==> src/rtl/uart_rx_if.sv <==
// UART receive-side interface: serial line in, received byte and strobes out.
// The receiver binds to the slave modport; user logic (or a line driver
// model) binds to the master modport.
interface uart_rx_if;
  logic       uart_rxd;
  logic [7:0] uart_rx_data;
  logic       uart_rx_done;
  logic       uart_rx_err;
  logic       uart_rx_busy;

  modport master (
    output uart_rxd,
    input  uart_rx_data,
    input  uart_rx_done,
    input  uart_rx_err,
    input  uart_rx_busy
  );

  modport slave (
    input  uart_rxd,
    output uart_rx_data,
    output uart_rx_done,
    output uart_rx_err,
    output uart_rx_busy
  );
endinterface

==> src/rtl/uart_rx.sv <==
// UART receiver: 1 start bit, 8 data bits LSB first, 1 stop bit, no parity.
// The serial input is synchronised, a falling edge starts a frame, the start
// bit is confirmed at its centre and every following bit is sampled at its
// centre. A good frame produces a one-cycle done strobe with the byte; a low
// stop bit produces a one-cycle err strobe and leaves the held byte alone.
// Returning to IDLE at the stop-bit centre leaves half a bit to catch the
// next start edge, so back-to-back frames are received.
module uart_rx #(
  parameter int BPS     = 9_600,
  parameter int CLK_FRE = 50_000_000
) (
  input  logic     sys_clk,
  input  logic     sys_rst_n,
  uart_rx_if.slave rx_if
);

  localparam int BPS_CNT  = CLK_FRE / BPS;
  localparam int HALF_CNT = BPS_CNT / 2;

  // Terminal counts of the in-bit clock counter.
  localparam logic [31:0] BIT_END  = 32'(BPS_CNT - 1);
  localparam logic [31:0] HALF_END = 32'(HALF_CNT - 1);
  localparam logic [3:0]  LAST_BIT = 4'd7;

  typedef enum logic [1:0] {
    IDLE  = 2'd0,
    START = 2'd1,
    DATA  = 2'd2,
    STOP  = 2'd3
  } state_t;

  // Input conditioning: two synchroniser stages plus one delay stage.
  logic        rxd_s1_r;
  logic        rxd_s2_r;
  logic        rxd_s3_r;
  logic        fall_s;

  // Frame state.
  state_t      state_r;
  state_t      state_nxt_s;
  logic [31:0] clk_cnt_r;
  logic [31:0] clk_cnt_nxt_s;
  logic [3:0]  bit_cnt_r;
  logic [3:0]  bit_cnt_nxt_s;
  logic [7:0]  shift_r;
  logic [7:0]  shift_nxt_s;

  // Output registers and their next values.
  logic [7:0]  data_r;
  logic [7:0]  data_nxt_s;
  logic        done_r;
  logic        done_nxt_s;
  logic        err_r;
  logic        err_nxt_s;
  logic        busy_r;

  // Falling edge on the synchronised line: previous sample high, current low.
  assign fall_s = rxd_s3_r & ~rxd_s2_r;

  // Synchronise the asynchronous serial input; reset to the idle (high) level.
  always_ff @(posedge sys_clk) begin
    if (!sys_rst_n) begin
      rxd_s1_r <= 1'b1;
      rxd_s2_r <= 1'b1;
      rxd_s3_r <= 1'b1;
    end else begin
      rxd_s1_r <= rx_if.uart_rxd;
      rxd_s2_r <= rxd_s1_r;
      rxd_s3_r <= rxd_s2_r;
    end
  end

  // Frame state, counters and shift register.
  always_ff @(posedge sys_clk) begin
    if (!sys_rst_n) begin
      state_r   <= IDLE;
      clk_cnt_r <= 32'd0;
      bit_cnt_r <= 4'd0;
      shift_r   <= 8'h00;
    end else begin
      state_r   <= state_nxt_s;
      clk_cnt_r <= clk_cnt_nxt_s;
      bit_cnt_r <= bit_cnt_nxt_s;
      shift_r   <= shift_nxt_s;
    end
  end

  // Next-state logic: bit timing, centre sampling and strobe generation.
  always_comb begin
    state_nxt_s   = state_r;
    clk_cnt_nxt_s = clk_cnt_r;
    bit_cnt_nxt_s = bit_cnt_r;
    shift_nxt_s   = shift_r;
    data_nxt_s    = data_r;
    done_nxt_s    = 1'b0;
    err_nxt_s     = 1'b0;

    case (state_r)
      IDLE: begin
        clk_cnt_nxt_s = 32'd0;
        bit_cnt_nxt_s = 4'd0;
        if (fall_s) begin
          state_nxt_s = START;
        end else begin
          state_nxt_s = IDLE;
        end
      end

      START: begin
        // Half a bit after the edge: a still-low line confirms the start bit,
        // a high line means the edge was a glitch.
        if (clk_cnt_r == HALF_END) begin
          clk_cnt_nxt_s = 32'd0;
          if (!rxd_s2_r) begin
            state_nxt_s = DATA;
          end else begin
            state_nxt_s = IDLE;
          end
        end else begin
          clk_cnt_nxt_s = clk_cnt_r + 32'd1;
        end
      end

      DATA: begin
        if (clk_cnt_r == BIT_END) begin
          clk_cnt_nxt_s = 32'd0;
          shift_nxt_s   = {rxd_s2_r, shift_r[7:1]};
          bit_cnt_nxt_s = bit_cnt_r + 4'd1;
          if (bit_cnt_r == LAST_BIT) begin
            state_nxt_s = STOP;
          end else begin
            state_nxt_s = DATA;
          end
        end else begin
          clk_cnt_nxt_s = clk_cnt_r + 32'd1;
        end
      end

      STOP: begin
        // Stop-bit centre: high accepts the byte, low flags a framing error.
        if (clk_cnt_r == BIT_END) begin
          clk_cnt_nxt_s = 32'd0;
          state_nxt_s   = IDLE;
          if (rxd_s2_r) begin
            data_nxt_s = shift_r;
            done_nxt_s = 1'b1;
          end else begin
            err_nxt_s = 1'b1;
          end
        end else begin
          clk_cnt_nxt_s = clk_cnt_r + 32'd1;
        end
      end

      default: begin
        state_nxt_s   = IDLE;
        clk_cnt_nxt_s = 32'd0;
        bit_cnt_nxt_s = 4'd0;
      end
    endcase
  end

  // Registered outputs; busy tracks the state register exactly.
  always_ff @(posedge sys_clk) begin
    if (!sys_rst_n) begin
      data_r <= 8'h00;
      done_r <= 1'b0;
      err_r  <= 1'b0;
      busy_r <= 1'b0;
    end else begin
      data_r <= data_nxt_s;
      done_r <= done_nxt_s;
      err_r  <= err_nxt_s;
      busy_r <= (state_nxt_s != IDLE);
    end
  end

  assign rx_if.uart_rx_data = data_r;
  assign rx_if.uart_rx_done = done_r;
  assign rx_if.uart_rx_err  = err_r;
  assign rx_if.uart_rx_busy = busy_r;

endmodule

==> src/flat_wrapper.sv <==
// flat-port wrapper written by rule: the top's interface ports become plain ports
module uart_rx_flat 
#(
  parameter int BPS     = 9_600,
  parameter int CLK_FRE = 50_000_000
)
  (sys_clk, sys_rst_n, rx_if_uart_rxd, rx_if_uart_rx_data, rx_if_uart_rx_done, rx_if_uart_rx_err, rx_if_uart_rx_busy);
  uart_rx_if rx_if_i ();
  input  logic sys_clk;
  input  logic sys_rst_n;
  input wire logic [$bits(rx_if_i.uart_rxd)-1:0] rx_if_uart_rxd;
  output wire logic [$bits(rx_if_i.uart_rx_data)-1:0] rx_if_uart_rx_data;
  output wire logic [$bits(rx_if_i.uart_rx_done)-1:0] rx_if_uart_rx_done;
  output wire logic [$bits(rx_if_i.uart_rx_err)-1:0] rx_if_uart_rx_err;
  output wire logic [$bits(rx_if_i.uart_rx_busy)-1:0] rx_if_uart_rx_busy;
  assign rx_if_i.uart_rxd = rx_if_uart_rxd;
  assign rx_if_uart_rx_data = rx_if_i.uart_rx_data;
  assign rx_if_uart_rx_done = rx_if_i.uart_rx_done;
  assign rx_if_uart_rx_err = rx_if_i.uart_rx_err;
  assign rx_if_uart_rx_busy = rx_if_i.uart_rx_busy;
  uart_rx #(.BPS(BPS), .CLK_FRE(CLK_FRE)) u_core (.sys_clk(sys_clk), .sys_rst_n(sys_rst_n), .rx_if(rx_if_i));
endmodule
==> config.mk <==
export PLATFORM = sky130hd
export DESIGN_NAME = uart_rx_flat
export DESIGN_NICKNAME = d
export VERILOG_FILES = /design/src/rtl/uart_rx_if.sv /design/src/rtl/uart_rx.sv /design/src/flat_wrapper.sv
export SDC_FILE = /design/constraint.sdc
export NUM_CORES = 1
export LEC_CHECK = 0
export ABC_AREA = 0
export CORE_ASPECT_RATIO = 1.4
export CORE_MARGIN = 2
export CORE_UTILIZATION = 50
export CTS_CLUSTER_DIAMETER = 200
export DETAILED_ROUTE_END_ITERATION = 8
export PLACE_DENSITY_LB_ADDON = 0.3
export SLEW_MARGIN = 20
export SYNTH_ARGS = -nofsm -noshare
export SYNTH_HDL_FRONTEND = slang
export SYNTH_SLANG_ARGS = --single-unit
==> constraint.sdc <==
create_clock -name sys_clk -period 4.95 [get_ports sys_clk]
set_input_delay 0.99 -clock sys_clk [delete_from_list [all_inputs] [get_ports sys_clk]]
set_output_delay 0.99 -clock sys_clk [all_outputs]
set_load 0.02 [all_outputs]
==> impl_metrics.ini, run 1 <==
[worst_hold_path]
hp-start = u_core.rxd_s1_r$_SDFF_PN1_
hold_path_class = flop to flop
whs_endpoint = u_core.rxd_s2_r$_SDFF_PN1_
hold_depth = 1

[worst_setup_path]
max_stage_delay_ns = 0.79
path_depth = 5
cp.required_ns = 5.13
crit_path_start_kind = flop
r2r_setup_slack_ns = 2.07
cp-end-kind = flop
r2r_cells = 5
r2r-end = u_core.clk_cnt_r[16]$_SDFF_PN0_
crit_path_max_fanout = 32
cp.arrival_ns = 3.07
path_class = flop to flop
crit_start = u_core.clk_cnt_r[24]$_SDFF_PN0_
regToRegStartpoint = u_core.clk_cnt_r[24]$_SDFF_PN0_
cp_cell_sequence = nor4_1 > nand4_1 > or3b_1 > a41oi_4 > nor2_1
cp_slowest_cell = a41oi_4
path_buf_inv = 0
cpLargestDelayFamily = simple AND/OR/NAND/NOR gates

[clocking]
cts_root_buf = clkbuf_8
clk_latency_ns = 0.34
cts_hold_buf = 0
clkSlewWorstSetupHoldPaths_ns = 0.07
cts_htree_levels = 3
cts.sinks = 60
cts.path.max_buffers = 2
post_cts_buffers = 0
cts_buffers = 9
cts_resized = 0
cts_tree = yes

[floorplanning]
die_w_um = 65.7
start_util_pct = 51.6
row_count = 31
die_h_um = 90.3
coreArea_sq_mm = 0.00516
die-area_sq_mm = 0.00593
io-pin-count = 14

[synthesis]
synth_flop_cell = dfxtp_1
synth-edff-count = 0
syn_area_sq_mm = 0.00266
postSynthAreaPerCell_sq_um = 9.00
ys_types = 41
synth_seq_cells = 60
syn_inst = 296
yosys_warnings = 0
synth_fp_nets = 301
seq_area_frac_synth_pct = 45.1
synthArstFlopShare_pct = 0

[pwr]
swShare_pct = 22.3
clock_power_share_pct = 45.7
ir_drop_mv = 0.150
power_density_mw_per_mm2 = 308
cellInternalPower_mw = 0.720
combPwrFrac_pct = 1.7
switchingPower_mw = 0.206
p_leak_nw = 0.972
sequentialPowerShare_pct = 52.6

[routing]
post-route-drc-count = 0
dr_total_vias = 2068
ant_nets = 0
drtPass1Iterations = 4
wl_per_cell_um = 12.9
dr.first_iter.drc_count = 150
drt-total-wl_mm = 4.85
vias_per_cell = 5.49

[placement]
place_ws_ns = 2.17
gp_congestion = 0.815
dp_hpwl_mm = 3.21
io_buffers = 13

[cells_and_area]
fillers = 454
syn_to_final_growth_pct = 13.0
antennaDiodeCount = 0
multi_input_area_sq_mm = 0.00138
register_area_sq_mm = 0.00120
layout.nets = 311
drive_gt1_share_pct = 7.07

[global_route]
grt_antenna_before_repair = 0
grt_usage_pct = 18.1
grt_pass1_wl_mm = 8.40
grt_pass1_vias = 1949
grt_overflow_total = 0
grt_max_degree = 43

[job]
drv_cap = 0

[timing]
skew_ns = 0.00697
fin_ws_ns = 2.07
rsz0062_at_grt = no
finalHoldViolCount = 0
max-slew-margin-rel_pct = 19.7
layout_worst_path_cycle_share_pct = 58.3
setup_violations = 0
slew_violations = 0
fmax_ghz = 0.347
final.setup.tns_ns = 0
worstMarginPinSlew_ns = 1.20
post-route-min-period_ns = 2.88

[run_status]
status = finished, final reports clean
-- cell type report --
| cell class | count | area share [%] |
|---|---|---|
| clock inverters | 7 | 2.25 |
| clock buffers | 9 | 4.12 |
| well taps | 66 | 2.75 |
| multi-input cells | 217 | 45.8 |
| repair buffers | 15 | 4.83 |
| inverters | 3 | 0.374 |
| flip-flops and latches | 60 | 39.9 |
-- synth_stat cells, types with 2 or more instances --
cell type	number	area (sq um)
dfxtp_1	60	1200
nor2_1	38	143
nand2_1	27	101
nand3_1	26	130
xor2_1	24	210
nand4_1	14	87.6
clkbuf_1	13	48.8
nor2b_1	10	62.6
o21ai_0	9	45.0
mux2i_1	8	80.1
nand2b_1	6	37.5
xnor2_1	6	52.6
and3_1	5	31.3
nor3_1	5	25.0
nor4_1	5	31.3
and4_1	4	35.0
buf_6	3	33.8
inv_1	3	11.3
nor4bb_1	3	30.0
and2_1	2	12.5
ha_1	2	25.0
nand4b_1	2	17.5
nor4_2	2	25.0
o22ai_1	2	12.5
-- how the worst max path moves through the flow --
stage,to,slack (ns)
after floorplan,u_core.clk_cnt_r[11]$_SDFF_PN0_,2.78
after global placement,u_core.clk_cnt_r[25]$_SDFF_PN0_,2.15
after detailed placement,u_core.clk_cnt_r[16]$_SDFF_PN0_,2.17
after CTS,u_core.clk_cnt_r[16]$_SDFF_PN0_,2.13
after global routing,u_core.clk_cnt_r[15]$_SDFF_PN0_,1.87
final,u_core.clk_cnt_r[16]$_SDFF_PN0_,2.07
-- state kept, by name, indices dropped and copies added, names as in the netlist --
signal	count
u_core.rx_if.uart_rx_data	8
u_core.rxd_s2_r	1
u_core.bit_cnt_r	4
u_core.rx_if.uart_rx_busy	1
u_core.rx_if.uart_rx_done	1
u_core.rxd_s3_r	1
u_core.clk_cnt_r	32
u_core.state_r	2
u_core.rxd_s1_r	1
u_core.rx_if.uart_rx_err	1
u_core.shift_r	8
-- power groups by stage --
stage | clock [mW] | combinational [mW] | sequential (mW)
after floorplan | 0 | 0.0137 | 0.497
after global placement | 0 | 0.0159 | 0.498
after detailed placement | 0 | 0.0161 | 0.498
after CTS | 0.434 | 0.0161 | 0.487
after global routing | 0.458 | 0.0180 | 0.487
final | 0.423 | 0.0161 | 0.487
-- through the flow --
step | hold WS (ns) | instance area [sq um] | utilization (%) | std cells | total power [mW]
final | 0.409 | 3010 | 58.3 | 377 | 0.926
after global routing | 0.444 | 3010 | 58.3 | 377 | 0.963
after CTS | 0.415 | 3000 | 58.1 | 377 | 0.937
after detailed placement | 0.397 | 2810 | 54.4 | 361 | 0.514
after global placement | 0.392 | 2810 | 54.4 | 361 | 0.514
after floorplan | 0.386 | 2660 | - | 296 | 0.511
-- per-layer routing --
layer  vias to the layer above  wire (um)  global-route usage (%)
li1                       1052          -                       -
met1                       968       2250                    21.7
met5                         -          0                       0
met2                        39       2300                    28.5
met4                         0        114                    10.4
met3                         9        184                    4.86
-- kinds of logic (layout without fill, tap and decap cells) --
logic type	count (synthesis)	in the layout	synth area share, %
flops	60	60	45.1
compound gates	23	23	6.58
mux	8	8	3.01
buf+inv	19	34	3.52
simple gates	154	154	31.0
xor+xnor	30	30	9.87
fa+ha+maj	2	2	0.940
-- cells in the final DEF, fill, tap and decap left out, types with 2 or more instances in the layout --
cell type / synthesis / routed
inv_1: 3 / 3
clkinv_2: 0 / 3
clkbuf_8: 0 / 9
nor2b_1: 10 / 10
xnor2_1: 6 / 6
clkdlybuf4s50_1: 0 / 13
o21ai_0: 9 / 9
and3_1: 5 / 5
nand4b_1: 2 / 2
nor4bb_1: 3 / 3
o22ai_1: 2 / 2
nor4_1: 5 / 5
mux2i_1: 8 / 8
clkinvlp_4: 0 / 3
nand2b_1: 6 / 6
and2_1: 2 / 2
dfxtp_1: 60 / 60
nor3_1: 5 / 5
buf_4: 0 / 2
xor2_1: 24 / 24
nand4_1: 14 / 14
ha_1: 2 / 2
nand3_1: 26 / 26
nor4_4: 1 / 2
nand2_1: 27 / 27
and4_1: 4 / 4
nor2_1: 38 / 38
No activity file was read; power rests on OpenSTA's default activity.
==> run 2: changes to the inputs <==
Clock period 4.95 ns to 2.84 ns, I/O delays scaled along.
==> run 2 against run 1 <==
Compared with the run above: sequential cell count unchanged; clock skew increased by 0.0047 ns; critical path depth rose by 1; design area grew 2.7%; via count rose by 1.2%; hold slack improved by 0.0091 ns; sequential power rose by 74%; die area did not move; largest power group unchanged.
==> impl_metrics.ini, run 2 (synthesis results as in run 1) <==
[cells_and_area]
antennaDiodeCount = 0
layout.nets = 317
syn_to_final_growth_pct = 16.1
top_register = u_core.clk_cnt_r
fillers = 435
layout_commonest_cell = dfxtp_1
drive_gt1_share_pct = 8.83
largest_reg_flops = 32
layout_common_cells = 60 x dfxtp_1, 38 x nor2_1, 27 x nand2_1
design_area_sq_mm = 0.00309

[worst_setup_path]
path_class = flop to flop
crit_path_start_kind = flop
cp-end-kind = flop
cp.arrival_ns = 2.52
r2r_cells = 6
crit_path_max_fanout = 32
cp.required_ns = 3.06

[placement]
io_buffers = 13
dp_hpwl_mm = 3.31
gp_congestion = 0.811
place_area_sq_mm = 0.00287

[clocking]
cts_root_buf = clkbuf_8
post_cts_buffers = 0
cts_htree_levels = 3
clk_latency_ns = 0.34
cts.path.max_buffers = 2
cts_resized = 0
cts_buffers = 9
cts_hold_buf = 0
cts.sinks = 60
cts_tree = yes
clkSlewWorstSetupHoldPaths_ns = 0.07

[routing]
post-route-drc-count = 0
wl_per_cell_um = 12.9
vias_per_cell = 5.46
drt-total-wl_mm = 4.93
drtPass1Iterations = 4
dr.first_iter.drc_count = 173
ant_nets = 0
dr_total_vias = 2092

[timing]
post-route-min-period_ns = 2.29
layout_worst_path_cycle_share_pct = 80.7
fmax_ghz = 0.436
max-slew-margin-rel_pct = 68.0
slew_violations = 0
rsz0062_at_grt = no
worstMarginPinSlew_ns = 0.480
finalHoldViolCount = 0
skew_ns = 0.0117
setup_violations = 0
final.setup.tns_ns = 0

[floorplanning]
row_count = 31
die_w_um = 65.7
start_util_pct = 51.6
die_h_um = 90.3
io-pin-count = 14
coreArea_sq_mm = 0.00516
die-area_sq_mm = 0.00593

[global_route]
grt_pass1_vias = 1947
grt_max_degree = 33
grt_overflow_total = 0
grt_usage_pct = 18.3
grt_antenna_before_repair = 0
grt_pass1_wl_mm = 8.47

[job]
drv_cap = 0

[pwr]
ir_drop_mv = 0.336
p_leak_nw = 1.02
power_density_mw_per_mm2 = 558

[worst_hold_path]
hold_depth = 1
hold_path_class = flop to flop

[run_status]
status = finished, final reports clean
## run 2: where the power goes
group / total, mW / internal, mW / switching (mW)
Clock: 0.845 / 0.497 / 0.348
Combinational: 0.0311 / 0.0130 / 0.0181
Sequential: 0.848 / 0.845 / 0.00374
Total: 1.72 / 1.35 / 0.369
## run 2: through the flow
step	hold slack, ns	utilization (%)	worst slack [ns]	instances	power [mW]
floorplan	0.386	-	0.672	296	0.890
global placement	0.403	55.5	0.594	367	0.899
detailed placement	0.406	55.5	0.549	367	0.899
CTS	0.422	59.9	0.530	383	1.74
global route	0.457	59.9	0.335	383	1.79
finish	0.419	59.9	0.548	383	1.72
## run 2: critical path, stage by stage, from the launching register on
cell,delay (ns)
dfxtp_1,0.37
or4b_1,0.55
nor4_2,0.28
or3b_1,0.43
a41oi_4,0.26
buf_12,0.20
nor2_1,0.07
## run 2: metal layers
| metal | vias up | part of all wire [%] | global-route usage, % |
|---|---|---|---|
| li1 | 1065 | - | - |
| met1 | 984 | 44 | 21.3 |
| met2 | 36 | 50 | 29.3 |
| met3 | 7 | 4.0 | 4.99 |
| met4 | 0 | 2.0 | 10.6 |
| met5 | - | 0 | 0 |
## run 2: final timing paths
kind                                                      from                              end  slack, ns
worst min register to register      u_core.rxd_s1_r$_SDFF_PN1_       u_core.rxd_s2_r$_SDFF_PN1_       0.42
worst min-delay path                u_core.rxd_s1_r$_SDFF_PN1_       u_core.rxd_s2_r$_SDFF_PN1_       0.42
worst max register to register  u_core.clk_cnt_r[4]$_SDFF_PN0_  u_core.clk_cnt_r[10]$_SDFF_PN0_       0.55
worst max-delay path            u_core.clk_cnt_r[4]$_SDFF_PN0_  u_core.clk_cnt_r[10]$_SDFF_PN0_       0.55
## run 2: area by class of cell
| type | instances | area (sq um) | area share, % |
|---|---|---|---|
| Clock buffer | 9 | 124 | 4.01 |
| Sequential cell | 60 | 1200 | 38.9 |
| Multi-Input combinational cell | 217 | 1370 | 44.3 |
| Inverter | 3 | 11.3 | 0.364 |
| Clock inverter | 7 | 101 | 3.28 |
| Timing Repair Buffer | 21 | 203 | 6.56 |
| Tap cell | 66 | 82.6 | 2.67 |
==> run 3: changes to the inputs <==
Clock period 2.84 ns to 2.3 ns, I/O delays scaled along.
==> run 3 against run 2 <==
Compared with the run above: clock power grew 40%; sequential cell count is the same; critical endpoint is now u_core.clk_cnt_r[3]$_SDFF_PN0_; utilization grew 1.9 points; global-route usage grew 0.78 points; critical path type unchanged; via count grew 0.76%; routed wire length grew 3.4%; highest routed layer unchanged; count of clock-buffer cells in the layout is the same; critical path depth is the same; total power grew 31%.
==> impl_metrics.ini, run 3 (synthesis results as in run 1) <==
[routing]
wl_per_cell_um = 13.1
vias_per_cell = 5.41
drt-total-wl_mm = 5.10
dr.first_iter.drc_count = 244
post-route-drc-count = 0
ant_nets = 0
dr_total_vias = 2108
drtPass1Iterations = 4

[cells_and_area]
layout.nets = 324
stdcell_count = 390
fillers = 450
antennaDiodeCount = 0
drive_gt1_share_pct = 11.1
layout_common_cells = 60 x dfxtp_1, 38 x nor2_1, 27 x nand2_1
largest_reg_flops = 32
post-route-util_pct = 61.8
syn_to_final_growth_pct = 19.8
top_register = u_core.clk_cnt_r
layout_commonest_cell = dfxtp_1

[pwr]
power_density_mw_per_mm2 = 710
ir_drop_mv = 0.553
p_leak_nw = 1.08

[worst_setup_path]
cp.arrival_ns = 2.43
cp_slowest_cell = or4b_1
r2r_setup_slack_ns = 0.11
r2r-end = u_core.clk_cnt_r[3]$_SDFF_PN0_
regToRegStartpoint = u_core.clk_cnt_r[4]$_SDFF_PN0_
cp.required_ns = 2.55
crit_path_end = u_core.clk_cnt_r[3]$_SDFF_PN0_
crit_path_max_fanout = 16
crit_start = u_core.clk_cnt_r[4]$_SDFF_PN0_
path_class = flop to flop
crit_path_start_kind = flop
path_buf_inv = 1
r2r_cells = 6
max_stage_delay_ns = 0.53
path_depth = 6
cpLargestDelayFamily = simple AND/OR/NAND/NOR gates
cp-end-kind = flop
cp_cell_sequence = or4b_1 > nor4_2 > or3b_1 > a41oi_4 > clkbuf_16 > nor2_1

[global_route]
grt_antenna_before_repair = 0
grt_max_degree = 33
grt_pass1_vias = 2014
grt_pass1_wl_mm = 8.83
grt_overflow_total = 0
grt_usage_pct = 19.0

[floorplanning]
die_w_um = 65.7
start_util_pct = 51.6
row_count = 31
die-area_sq_mm = 0.00593
io-pin-count = 14
die_h_um = 90.3
coreArea_sq_mm = 0.00516

[timing]
rsz0062_at_grt = no
finalHoldViolCount = 0
fmax_ghz = 0.457
setup_violations = 0
final.setup.tns_ns = 0
skew_ns = 0.00716
layout_worst_path_cycle_share_pct = 95.1
post-route-min-period_ns = 2.19
holdWs_ns = 0.414
worstMarginPinSlew_ns = 0.481
slew_violations = 0
max-slew-margin-rel_pct = 67.9

[clocking]
clkSlewWorstSetupHoldPaths_ns = 0.07
cts_htree_levels = 3
cts_tree = yes
cts.sinks = 60
cts_hold_buf = 0
clk_latency_ns = 0.35
cts.path.max_buffers = 2
cts_root_buf = clkbuf_8
cts_buffers = 9

[job]
drv_cap = 0

[worst_hold_path]
hold_path_class = flop to flop

[run_status]
status = finished, final reports clean

[placement]
io_buffers = 13
dp_hpwl_mm = 3.31
placedCellCount = 373
gp_congestion = 0.847
==> run 3: cell count changes in the layout (fill, tap and decap cells not counted), sizes merged <==
cell      previous run  this run
buf                  8        14
bufinv               2         3
clkbuf               9        10
clkinv               3         2
clkinvlp             2         1
inv                  3         4
==> run 3: cell type report <==
class                   count  area (sq um)  area share [%]
repair buffers             28           273            8.55
well taps                  66          82.6            2.59
flip-flops and latches     60          1200            37.7
clock buffers               9           124            3.88
inverters                   3          11.3           0.353
clock inverters             7           124            3.88
multi-input cells         217          1370            43.1
==> run 3: what timing repair did <==
| item | CTS | global route |
|---|---|---|
| setup buffers | 0 | 0 |
| setup endpoints to repair | 0 | 5 |
| gates resized for setup | 0 | 1 |
==> run 3: power breakdown <==
group / switching (mW) / internal, mW
clock: 0.450 / 0.726
sequential: 0.00460 / 1.04
combinational: 0.0236 / 0.0183
==> run 3: stage by stage <==
| stage | area, sq um | setup WS (ns) | power, mW |
|---|---|---|---|
| 2_1_floorplan | 2660 | 0.132 | 1.10 |
| 3_3_place_gp | 2910 | 0.135 | 1.11 |
| 3_5_place_dp | 2910 | 0.0918 | 1.11 |
| 4_1_cts | 3160 | 0.0813 | 2.28 |
| 5_1_grt | 3190 | 0.0307 | 2.33 |
| 6_report | 3190 | 0.112 | 2.27 |
==> run 3: metal layers <==
metal / routed length, um / part of all wire, % / GRT usage [%] / vias to the layer above
li1: - / - / - / 1074
met1: 2340 / 46 / 22.9 / 993
met2: 2470 / 49 / 30.4 / 30
met3: 131 / 2.6 / 3.37 / 11
met4: 155 / 3.0 / 12.5 / 0
met5: 0 / 0 / 0 / -
==> run 3: worst register-to-register path, stage by stage (launching register included) <==
cell and delay, ns:
dfxtp_1 0.31, or4b_1 0.53, nor4_2 0.28, or3b_1 0.44, a41oi_4 0.24, clkbuf_16 0.23, nor2_1 0.06
==> run 3: worst min path at each step <==
stage	from	endpoint	slack (ns)	cells after the start
final	u_core.rxd_s1_r$_SDFF_PN1_	u_core.rxd_s2_r$_SDFF_PN1_	0.41	1
after detailed placement	u_core.rxd_s1_r$_SDFF_PN1_	u_core.rxd_s2_r$_SDFF_PN1_	0.41	1
after floorplan	u_core.rxd_s1_r$_SDFF_PN1_	u_core.rxd_s2_r$_SDFF_PN1_	0.39	1
after global routing	u_core.rxd_s1_r$_SDFF_PN1_	u_core.rxd_s2_r$_SDFF_PN1_	0.47	1
after CTS	u_core.rxd_s1_r$_SDFF_PN1_	u_core.rxd_s2_r$_SDFF_PN1_	0.42	1
after global placement	u_core.rxd_s1_r$_SDFF_PN1_	u_core.rxd_s2_r$_SDFF_PN1_	0.40	1
